--- src/rtl/tdm_pkg.sv ---
// Shared constants for the two-channel TDM demultiplexer.
package tdm_pkg;

  // Default bits per channel word
  localparam int unsigned TDM_WIDTH = 8;

  // FSM state encoding
  localparam logic [0:0] TDM_HUNT = 1'b0;
  localparam logic [0:0] TDM_RUN  = 1'b1;

  // Channel select values carried on slot[0]
  localparam logic CH_A = 1'b0;
  localparam logic CH_B = 1'b1;

endpackage

--- src/rtl/one_bit_1_2_demux.sv ---
// One-bit 1:2 demultiplexer, the dual of the 2:1 mux on the transmit side.
// s = 0 steers a to out_a, s = 1 steers a to out_b; the unselected output is 0.
module one_bit_1_2_demux (
  input  logic a,
  input  logic s,
  output logic out_a,
  output logic out_b
);

  logic s_n;

  // Inverter and two AND gates form the steering network
  assign s_n   = ~s;
  assign out_a = a & s_n;
  assign out_b = a & s;

endmodule

--- src/rtl/tdm_demux_2ch.sv ---
// Two-channel TDM receive demultiplexer.
// Serial bits are steered by slot parity into two MSB-first shift registers;
// each completed WIDTH-bit word is registered with a one-cycle valid pulse.
// Optional: define TDM_DEMUX_SYNC_ERR_EN to add the sync_err resync pulse port.
module tdm_demux_2ch
  import tdm_pkg::*;
#(
  parameter int unsigned WIDTH = TDM_WIDTH
) (
  input  logic             clk,
  input  logic             reset,
  input  logic             in,
  input  logic             in_valid,
  input  logic             frame,
  output logic [WIDTH-1:0] out_a,
  output logic             a_valid,
  output logic [WIDTH-1:0] out_b,
  output logic             b_valid
`ifdef TDM_DEMUX_SYNC_ERR_EN
  ,
  output logic             sync_err
`endif
);

  localparam int unsigned SW = $clog2(2 * WIDTH);
  localparam logic [SW-1:0] SLOT_A_DONE = SW'(2 * WIDTH - 2);
  localparam logic [SW-1:0] SLOT_LAST   = SW'(2 * WIDTH - 1);

  logic [0:0]       state;
  logic [SW-1:0]    slot;
  logic [WIDTH-2:0] shift_a;
  logic [WIDTH-2:0] shift_b;

  logic          start;
  logic          resync;
  logic          accept;
  logic          ch_sel;
  logic [SW-1:0] cur_slot;
  logic          bit_a;
  logic          bit_b;

  // Classify the incoming bit: a marker restarts the frame at slot 0,
  // so the effective slot for this bit may differ from the counter.
  always_comb begin
    start    = 1'b0;
    resync   = 1'b0;
    accept   = 1'b0;
    start    = in_valid && frame && ((state == TDM_HUNT) || (slot != '0));
    resync   = in_valid && frame && (state == TDM_RUN) && (slot != '0);
    accept   = in_valid && ((state == TDM_RUN) || frame);
    ch_sel   = start ? CH_A : slot[0];
    cur_slot = start ? '0 : slot;
  end

  one_bit_1_2_demux u_demux (
    .a     (in),
    .s     (ch_sel),
    .out_a (bit_a),
    .out_b (bit_b)
  );

  // FSM, slot counter, shift registers and word output registers
  always_ff @(posedge clk or posedge reset) begin
    if (reset) begin
      state   <= TDM_HUNT;
      slot    <= '0;
      shift_a <= '0;
      shift_b <= '0;
      out_a   <= '0;
      out_b   <= '0;
      a_valid <= 1'b0;
      b_valid <= 1'b0;
    end else begin
      a_valid <= 1'b0;
      b_valid <= 1'b0;
      if (accept) begin
        state <= TDM_RUN;
        // A marker discards both partial words; the marker bit itself
        // becomes the first A bit of the new frame.
        if (start) begin
          shift_a <= (WIDTH-1)'(bit_a);
          shift_b <= '0;
        end else if (ch_sel == CH_A) begin
          shift_a <= (WIDTH-1)'({shift_a, bit_a});
        end else begin
          shift_b <= (WIDTH-1)'({shift_b, bit_b});
        end
        if (cur_slot == SLOT_A_DONE) begin
          out_a   <= {shift_a, bit_a};
          a_valid <= 1'b1;
        end
        if (cur_slot == SLOT_LAST) begin
          out_b   <= {shift_b, bit_b};
          b_valid <= 1'b1;
        end
        slot <= (cur_slot == SLOT_LAST) ? '0 : cur_slot + 1'b1;
      end
    end
  end

`ifdef TDM_DEMUX_SYNC_ERR_EN
  // One-cycle pulse when a marker arrives away from slot 0
  always_ff @(posedge clk or posedge reset) begin
    if (reset) begin
      sync_err <= 1'b0;
    end else begin
      sync_err <= resync;
    end
  end
`endif

endmodule

--- config.mk ---
export PLATFORM = sky130hd
export DESIGN_NAME = tdm_demux_2ch
export DESIGN_NICKNAME = d
export VERILOG_FILES = /design/src/rtl/tdm_pkg.sv /design/src/rtl/one_bit_1_2_demux.sv /design/src/rtl/tdm_demux_2ch.sv
export SDC_FILE = /design/constraint.sdc
export NUM_CORES = 1
export LEC_CHECK = 0
export BUFFER_PORTS_ARGS = -buffer_cell sky130_fd_sc_hd__buf_2
export CAP_MARGIN = 20
export CELL_PAD_IN_SITES_DETAIL_PLACEMENT = 1
export CELL_PAD_IN_SITES_GLOBAL_PLACEMENT = 1
export CORE_MARGIN = 4
export CORE_UTILIZATION = 45
export CTS_BUF_LIST = sky130_fd_sc_hd__clkbuf_4 sky130_fd_sc_hd__clkbuf_8
export CTS_CLUSTER_SIZE = 8
export DETAILED_ROUTE_END_ITERATION = 12
export PLACE_DENSITY = 0.75
export SETUP_SLACK_MARGIN = 0.2
export SYNTH_ARGS = -nofsm -noshare
export SYNTH_HDL_FRONTEND = slang
export SYNTH_SLANG_ARGS = --single-unit
--- constraint.sdc ---
create_clock -name clk -period 4 [get_ports clk]
set_clock_uncertainty 0.1 [all_clocks]
set_input_delay 0.8 -clock clk [delete_from_list [all_inputs] [get_ports clk]]
set_output_delay 0.8 -clock clk [all_outputs]
set_load 0.02 [all_outputs]
==> qor.csv, run 1 <==
stage;metric;value;unit
placed_design;routabilityCongestion;0.7827;
placed_design;io_buffers;22;
pwr;power;0.8229;mW
drt;first_iter_violations;30;
clocking;cts_root_buf;clkbuf_4;
worst_setup_path;crit_path_max_fanout;11;
sta;hold_viol;0;
synthesis;ys_seq_area_share;59.25;%
sta;whs;0.4104;ns
drt;route.detailed.drc;0;
placed_design;dpl-instance-area;0.001710;sq mm
sta;relSlewSlack;58.82;%
clocking;cts_setup_buffers;0;
layout;fillers;368;
clocking;htreeDepth;2;
pwr;clkPwrFrac;29.8;%
pwr;comb_power_share;15.7;%
floorplanning;core-area;0.003337;sq mm
worst_setup_path;ff2ff_setup_slack;2.29;ns
worst_setup_path;r2r_start;slot[0];
pwr;p_sw;0.2304;mW
pwr;leakage;0.9851;nW
synthesis;syn_area_per_cell;13.83;sq um
clocking;cts_sinks;37;
floorplanning;num_rows;21;
clocking;postCtsResizedCells;0;
drt;viasPerCell;5.265;
sta;setup_slack;1.953;ns
worst_hold_path;min-delay-start;out_b[6];
synthesis;synthCells;113;
layout;fin_cells;185;
global_routing;grt_use_total;15.69;%
worst_setup_path;worstSetupPathType;in2reg;
worst_hold_path;hold_depth;1;
sta;max_freq;488.6;MHz
synthesis;ys_ff_latch;37;
placed_design;dp_cells;178;
sta;final.setup.tns;0;ns
layout;fin_area;0.001783;sq mm
layout;seqCellArea;925.9;sq um
clocking;clock_latency;0.34;ns
layout;layout.nets;145;
synthesis;syn_area;0.001563;sq mm
placed_design;dpl.hpwl;2108;microns
sta;tightest_slew;0.6178;ns
drt;via_count;974;
clocking;clock_path_buffers;2;
sta;finalCriticalPeriod;2.047;ns
synthesis;syn-num-nets;119;
worst_setup_path;worstPathArrival;2.16;ns
drt;routed_wirelength;3022;microns
run_status;status;finished, final reports clean;
placed_design;pre_cts_ws;1.599;ns
worst_setup_path;endpoint_kind;flip-flop;
worst_setup_path;start_kind;input port;
worst_hold_path;hp-class;reg2reg;
global_routing;antenna_found_initial;0;
worst_setup_path;r2r.worst_path.cells;5;
sta;setup-violations-final;0;
layout;multiInputGateArea;598.1;sq um
sta;rsz0062_at_grt;no;
layout;diodes;0;
drt;dr.pass1.iters;4;
flow_run;maxCapViolations;0;
floorplanning;dieArea;0.004480;sq mm
floorplanning;die_y;66.93;microns
layout;syn_to_final_growth;14.09;%
pwr;p_int;0.5924;mW
floorplanning;start_util;46.83;%
drt;ant_nets;0;
layout;drive_gt1_share;38.13;%
floorplanning;die_w;66.93;microns
clocking;postCtsHoldBufs;0;
pwr;seqPwrFrac;54.5;%
synthesis;synthDistinctLibCells;30;
global_routing;overflow;0;
pwr;swShare;28.00;%
drt;wl_per_cell;16.34;microns
layout;post-route-util;53.43;%
worst_hold_path;min_to;out_b[6];
worst_setup_path;cp.required;4.12;ns
sta;period_share;51.17;%
worst_setup_path;timing.rr.end;out_a[6];
sta;drv_slew;0;
floorplanning;ios;23;
synthesis;synth_warnings;0;
clocking;clk_pin_slew;0.10;ns
clocking;cts_inserted_buffers;5;
clocking;cts_tree;built;
global_routing;grt_max_degree;38;
pwr;peakVddDrop;0.0002171;V
pwr;p_per_area;461.5;mW/mm^2
global_routing;grt_first_pass_wirelength;5188;microns
global_routing;grt_pass1_vias;1061;
[worst max path at each step]
stage,slack [ns],endpoint,startpoint,cells after the start
after global placement,1.67,out_a[4],in_valid,7
final,1.95,out_a[6],in_valid,7
after CTS,1.96,out_a[6],in_valid,7
after global routing,1.85,out_a[6],in_valid,7
after floorplan,1.79,out_a[0],frame,7
after detailed placement,1.60,out_a[1],in_valid,7
[registers in the layout, summed over array words and instances, names as in the netlist]
| name | cells |
|---|---|
| out_b | 8 |
| out_a | 8 |
| state | 1 |
| b_valid | 1 |
| slot | 4 |
| shift_a | 7 |
| shift_b | 7 |
| a_valid | 1 |
[placed cells by master, fill, tap and decap left out, types with 5 or more instances in the layout]
cell / n
a22o_1: 6
buf_2: 22
clkbuf_4: 5
dfrtp_1: 37
mux2_2: 16
mux2i_1: 7
nor2_1: 7
[metal layers]
layer / share of wire (%) / global-route usage (%) / vias to the layer above
met5: 0 / 0 / -
met4: 1.0 / 5.316 / 0
met3: 4.2 / 4.553 / 4
met2: 52 / 27.23 / 19
met1: 43 / 18.39 / 497
li1: - / - / 454
[final cells by class]
type,instances,share of cell area (%)
inverters,3,0.6316
repair buffers,23,6.597
flip-flops and latches,37,51.93
multi-input cells,69,33.54
clock buffers,5,2.105
clock inverters,2,1.965
well taps,46,3.228
[cells by family (layout without fill, tap and decap cells)]
family | count (synthesis) | count (layout) | synth area share (%)
flops | 37 | 37 | 59.25
simple gates | 26 | 26 | 11.77
mux | 23 | 23 | 16.01
buf+inv | 7 | 33 | 2.482
fa+ha+maj | 1 | 1 | 0.8005
compound gates | 19 | 19 | 9.688
[power by group through the flow]
| stage | Clock [mW] | Sequential, mW | Combinational [mW] |
|---|---|---|---|
| after detailed placement | 0 | 0.455 | 0.130 |
| after global placement | 0 | 0.454 | 0.124 |
| final | 0.246 | 0.448 | 0.129 |
| after global routing | 0.272 | 0.455 | 0.144 |
| after floorplan | 0 | 0.457 | 0.0881 |
| after CTS | 0.251 | 0.449 | 0.132 |
[critical path, cell delays in order]
cell,delay [ns]
buf_2,0.18
nand2_2,0.15
and2_1,0.15
ha_1,0.14
nand3_1,0.17
nor2_8,0.22
mux2_2,0.36
[synth_stat cells (all sizes together)]
master / count / area [sq um]
a21boi: 1 / 7.510
a21oi: 2 / 10.01
a22o: 6 / 52.55
a311o: 2 / 20.02
and2: 1 / 6.260
and4: 1 / 8.760
buf: 4 / 27.52
dfrtp: 37 / 925.9
ha: 1 / 12.51
inv: 3 / 11.26
mux2: 16 / 180.2
mux2i: 7 / 70.07
nand2: 4 / 17.52
nand2b: 1 / 6.260
nand3: 2 / 10.01
nand3b: 1 / 20.02
nand4: 1 / 12.51
nor2: 9 / 57.56
nor2b: 3 / 18.77
nor4b: 3 / 26.28
o211a: 1 / 10.01
o211ai: 1 / 12.51
o21a: 1 / 7.510
o21ai: 4 / 23.77
o31ai: 1 / 7.510
Note: power is estimated with default switching activity, not from simulation.
==> inputs of run 2 (changes only) <==
--- a/config.mk
+++ b/config.mk
@@ -10,7 +10,7 @@
 export CELL_PAD_IN_SITES_DETAIL_PLACEMENT = 1
 export CELL_PAD_IN_SITES_GLOBAL_PLACEMENT = 1
 export CORE_MARGIN = 4
-export CORE_UTILIZATION = 45
+export CORE_UTILIZATION = 43
 export CTS_BUF_LIST = sky130_fd_sc_hd__clkbuf_4 sky130_fd_sc_hd__clkbuf_8
 export CTS_CLUSTER_SIZE = 8
 export DETAILED_ROUTE_END_ITERATION = 12
==> constraint.sdc (replaced) <==
create_clock -name clk -period 1.8 [get_ports clk]
set_clock_uncertainty 0.1 [all_clocks]
set_input_delay 0.36 -clock clk [delete_from_list [all_inputs] [get_ports clk]]
set_output_delay 0.36 -clock clk [all_outputs]
set_load 0.02 [all_outputs]
==> qor.csv, run 2 (synthesis results as in run 1) <==
stage;metric;value;unit;change
pwr;p_per_area;910.5;mW/mm^2;+97%
sta;relSlewSlack;70.03;%;+11 points
layout;syn_to_final_growth;22.34;%;
global_routing;overflow;0;;unchanged
floorplanning;num_rows;21;;unchanged
clocking;htreeDepth;2;;unchanged
global_routing;grt_pass1_vias;1081;;+1.9%
floorplanning;die_y;68.29;microns;+2.0%
drt;via_count;1054;;+8.2%
global_routing;grt_max_degree;38;;unchanged
worst_setup_path;worstSetupPathType;reg2reg;;
drt;route.detailed.drc;0;;unchanged
worst_setup_path;crit_end;out_a[5];;
layout;fin_cells;195;;+5.4%
floorplanning;core-area;0.003416;sq mm;+2.4%
drt;routed_wirelength;3285;microns;+8.7%
placed_design;io_buffers;22;;unchanged
worst_hold_path;hp-class;in2async;;
sta;setup-violations-final;0;;unchanged
worst_setup_path;r2r.worst_path.cells;5;;unchanged
layout;diodes;0;;unchanged
drt;dr.pass1.iters;4;;unchanged
worst_setup_path;cp.required;1.92;ns;-2.20 ns
clocking;cts_inserted_buffers;5;;unchanged
placed_design;dpl.hpwl;2347;microns;+11%
layout;layout_common_cells;dfrtp_1 (34), buf_2 (22), buf_4 (11), mux2_2 (8), mux2_4 (8);;
layout;fillers;364;;-1.1%
sta;max_freq;650.1;MHz;
floorplanning;die_w;68.29;microns;+2.0%
worst_setup_path;r2r_start;slot[0];;
drt;ant_nets;0;;unchanged
global_routing;grt_first_pass_wirelength;5409;microns;+4.3%
pwr;p_int;1.221;mW;+110%
layout;largestRegisters;out_a: 8 flops, out_b: 8 flops;;
sta;finalCriticalPeriod;1.538;ns;
clocking;postCtsHoldBufs;0;;unchanged
placed_design;pre_cts_ws;0.05981;ns;-1.539 ns
worst_setup_path;ff2ff_setup_slack;0.26;ns;-2.03 ns
sta;period_share;85.45;%;
worst_setup_path;start_kind;flip-flop;;
clocking;clock_path_buffers;2;;unchanged
clocking;cts_root_buf;clkbuf_4;;
pwr;peakVddDrop;0.0004900;V;+130%
global_routing;antenna_found_initial;0;;unchanged
drt;first_iter_violations;26;;-13%
pwr;swShare;29.88;%;+1.9 points
placed_design;dp_cells;185;;+3.9%
worst_setup_path;endpoint_kind;flip-flop;;
clocking;clock_latency;0.33;ns;about the same
drt;wl_per_cell;16.85;microns;+3.1%
worst_setup_path;crit_path_max_fanout;5;;-6
worst_setup_path;cp-startpoint;slot[0];;
pwr;seqPwrFrac;58.3;%;+3.8 points
layout;post-route-util;55.97;%;+2.5 points
sta;drv_slew;0;;unchanged
clocking;clk_pin_slew;0.10;ns;about the same
floorplanning;start_util;45.75;%;-1.1 points
sta;hold_viol;0;;unchanged
layout;drive_gt1_share;46.98;%;+8.9 points
floorplanning;ios;23;;unchanged
sta;setup_slack;0.2618;ns;-1.692 ns
layout;final_common_cell;dfrtp_1;;
pwr;comb_power_share;20.2;%;+4.5 points
sta;whs;0.03973;ns;-0.3707 ns
worst_setup_path;worstPathArrival;1.66;ns;-0.50 ns
sta;tightest_slew;0.4495;ns;-0.1682 ns
drt;viasPerCell;5.405;;+2.7%
placed_design;routabilityCongestion;0.8344;;+6.6%
pwr;clkPwrFrac;21.5;%;-8.3 points
run_status;status;finished, final reports clean;;
clocking;cts_sinks;37;;unchanged
layout;layout.nets;156;;+7.6%
sta;final.setup.tns;0;ns;unchanged
pwr;p_sw;0.5201;mW;+130%
global_routing;grt_use_total;16.49;%;+0.80 points
sta;rsz0062_at_grt;no;;
pwr;leakage;1.032;nW;+4.7%
flow_run;maxCapViolations;0;;unchanged
clocking;cts_tree;built;;
floorplanning;dieArea;0.004663;sq mm;+4.1%
worst_setup_path;timing.rr.end;out_a[5];;
-- run 2: cell count changes in the layout (fill, tap and decap cells not counted), moves of 3 or more --
cell	delta
buf_4	+10
mux2_2	-8
mux2_4	+8
dfrtp_1	-3
dfrtp_2	+3
-- run 2: how the worst min path moves through the flow --
stage | startpoint | endpoint | depth (start not counted) | slack, ns
floorplan | shift_a[6] | shift_a[6] | 1 | 0.37
global route | reset | out_a[3] | 3 | 0.06
finish | reset | b_valid | 3 | 0.04
global placement | reset | b_valid | 3 | 0.38
CTS | reset | shift_a[6] | 3 | 0.05
detailed placement | out_a[7] | out_a[7] | 1 | 0.39
-- run 2: power by group through the flow --
stage / Sequential (mW) / Clock [mW] / Combinational (mW)
3_3_place_gp: 1.02 / 0 / 0.318
3_5_place_dp: 1.03 / 0 / 0.330
2_1_floorplan: 1.02 / 0 / 0.223
6_report: 1.01 / 0.374 / 0.352
4_1_cts: 1.01 / 0.394 / 0.354
5_1_grt: 1.03 / 0.443 / 0.390
-- run 2: metal layers --
metal	global-route usage, %	share of wire (%)	vias up
met4	5.211	1.5	0
met2	27.08	52	27
met3	5.419	4.9	5
li1	-	-	479
met1	20.50	42	543
met5	0	0	-
-- run 2: final cells by class --
| class | instances | area [sq um] | area share (%) |
|---|---|---|---|
| Clock inverter | 1 | 5.005 | 0.2618 |
| Timing Repair Buffer | 33 | 192.7 | 10.08 |
| Tap cell | 46 | 57.56 | 3.010 |
| Sequential cell | 37 | 929.6 | 48.63 |
| Multi-Input combinational cell | 70 | 678.2 | 35.47 |
| Clock buffer | 5 | 37.54 | 1.963 |
| Inverter | 3 | 11.26 | 0.5890 |
-- run 2: what timing repair did --
action | 4_1_cts | 5_1_grt
resized for setup | 1 | 3
buffers inserted | 3 | 0
pin swaps | 3 | 1
setup endpoints to repair | 15 | 26
gates cloned | 1 | 0
-- run 2: per-stage QoR --
stage	total power, mW	area [sq um]
floorplan	1.245	1644
global placement	1.336	1826
detailed placement	1.358	1826
CTS	1.758	1903
global route	1.863	1912
finish	1.741	1912
-- run 2: worst max-delay path, stage by stage, from the launching register on --
cell	delay, ns
dfrtp_2	0.46
nand2_1	0.13
ha_4	0.15
nand3_4	0.10
nor2_4	0.18
mux2_4	0.31
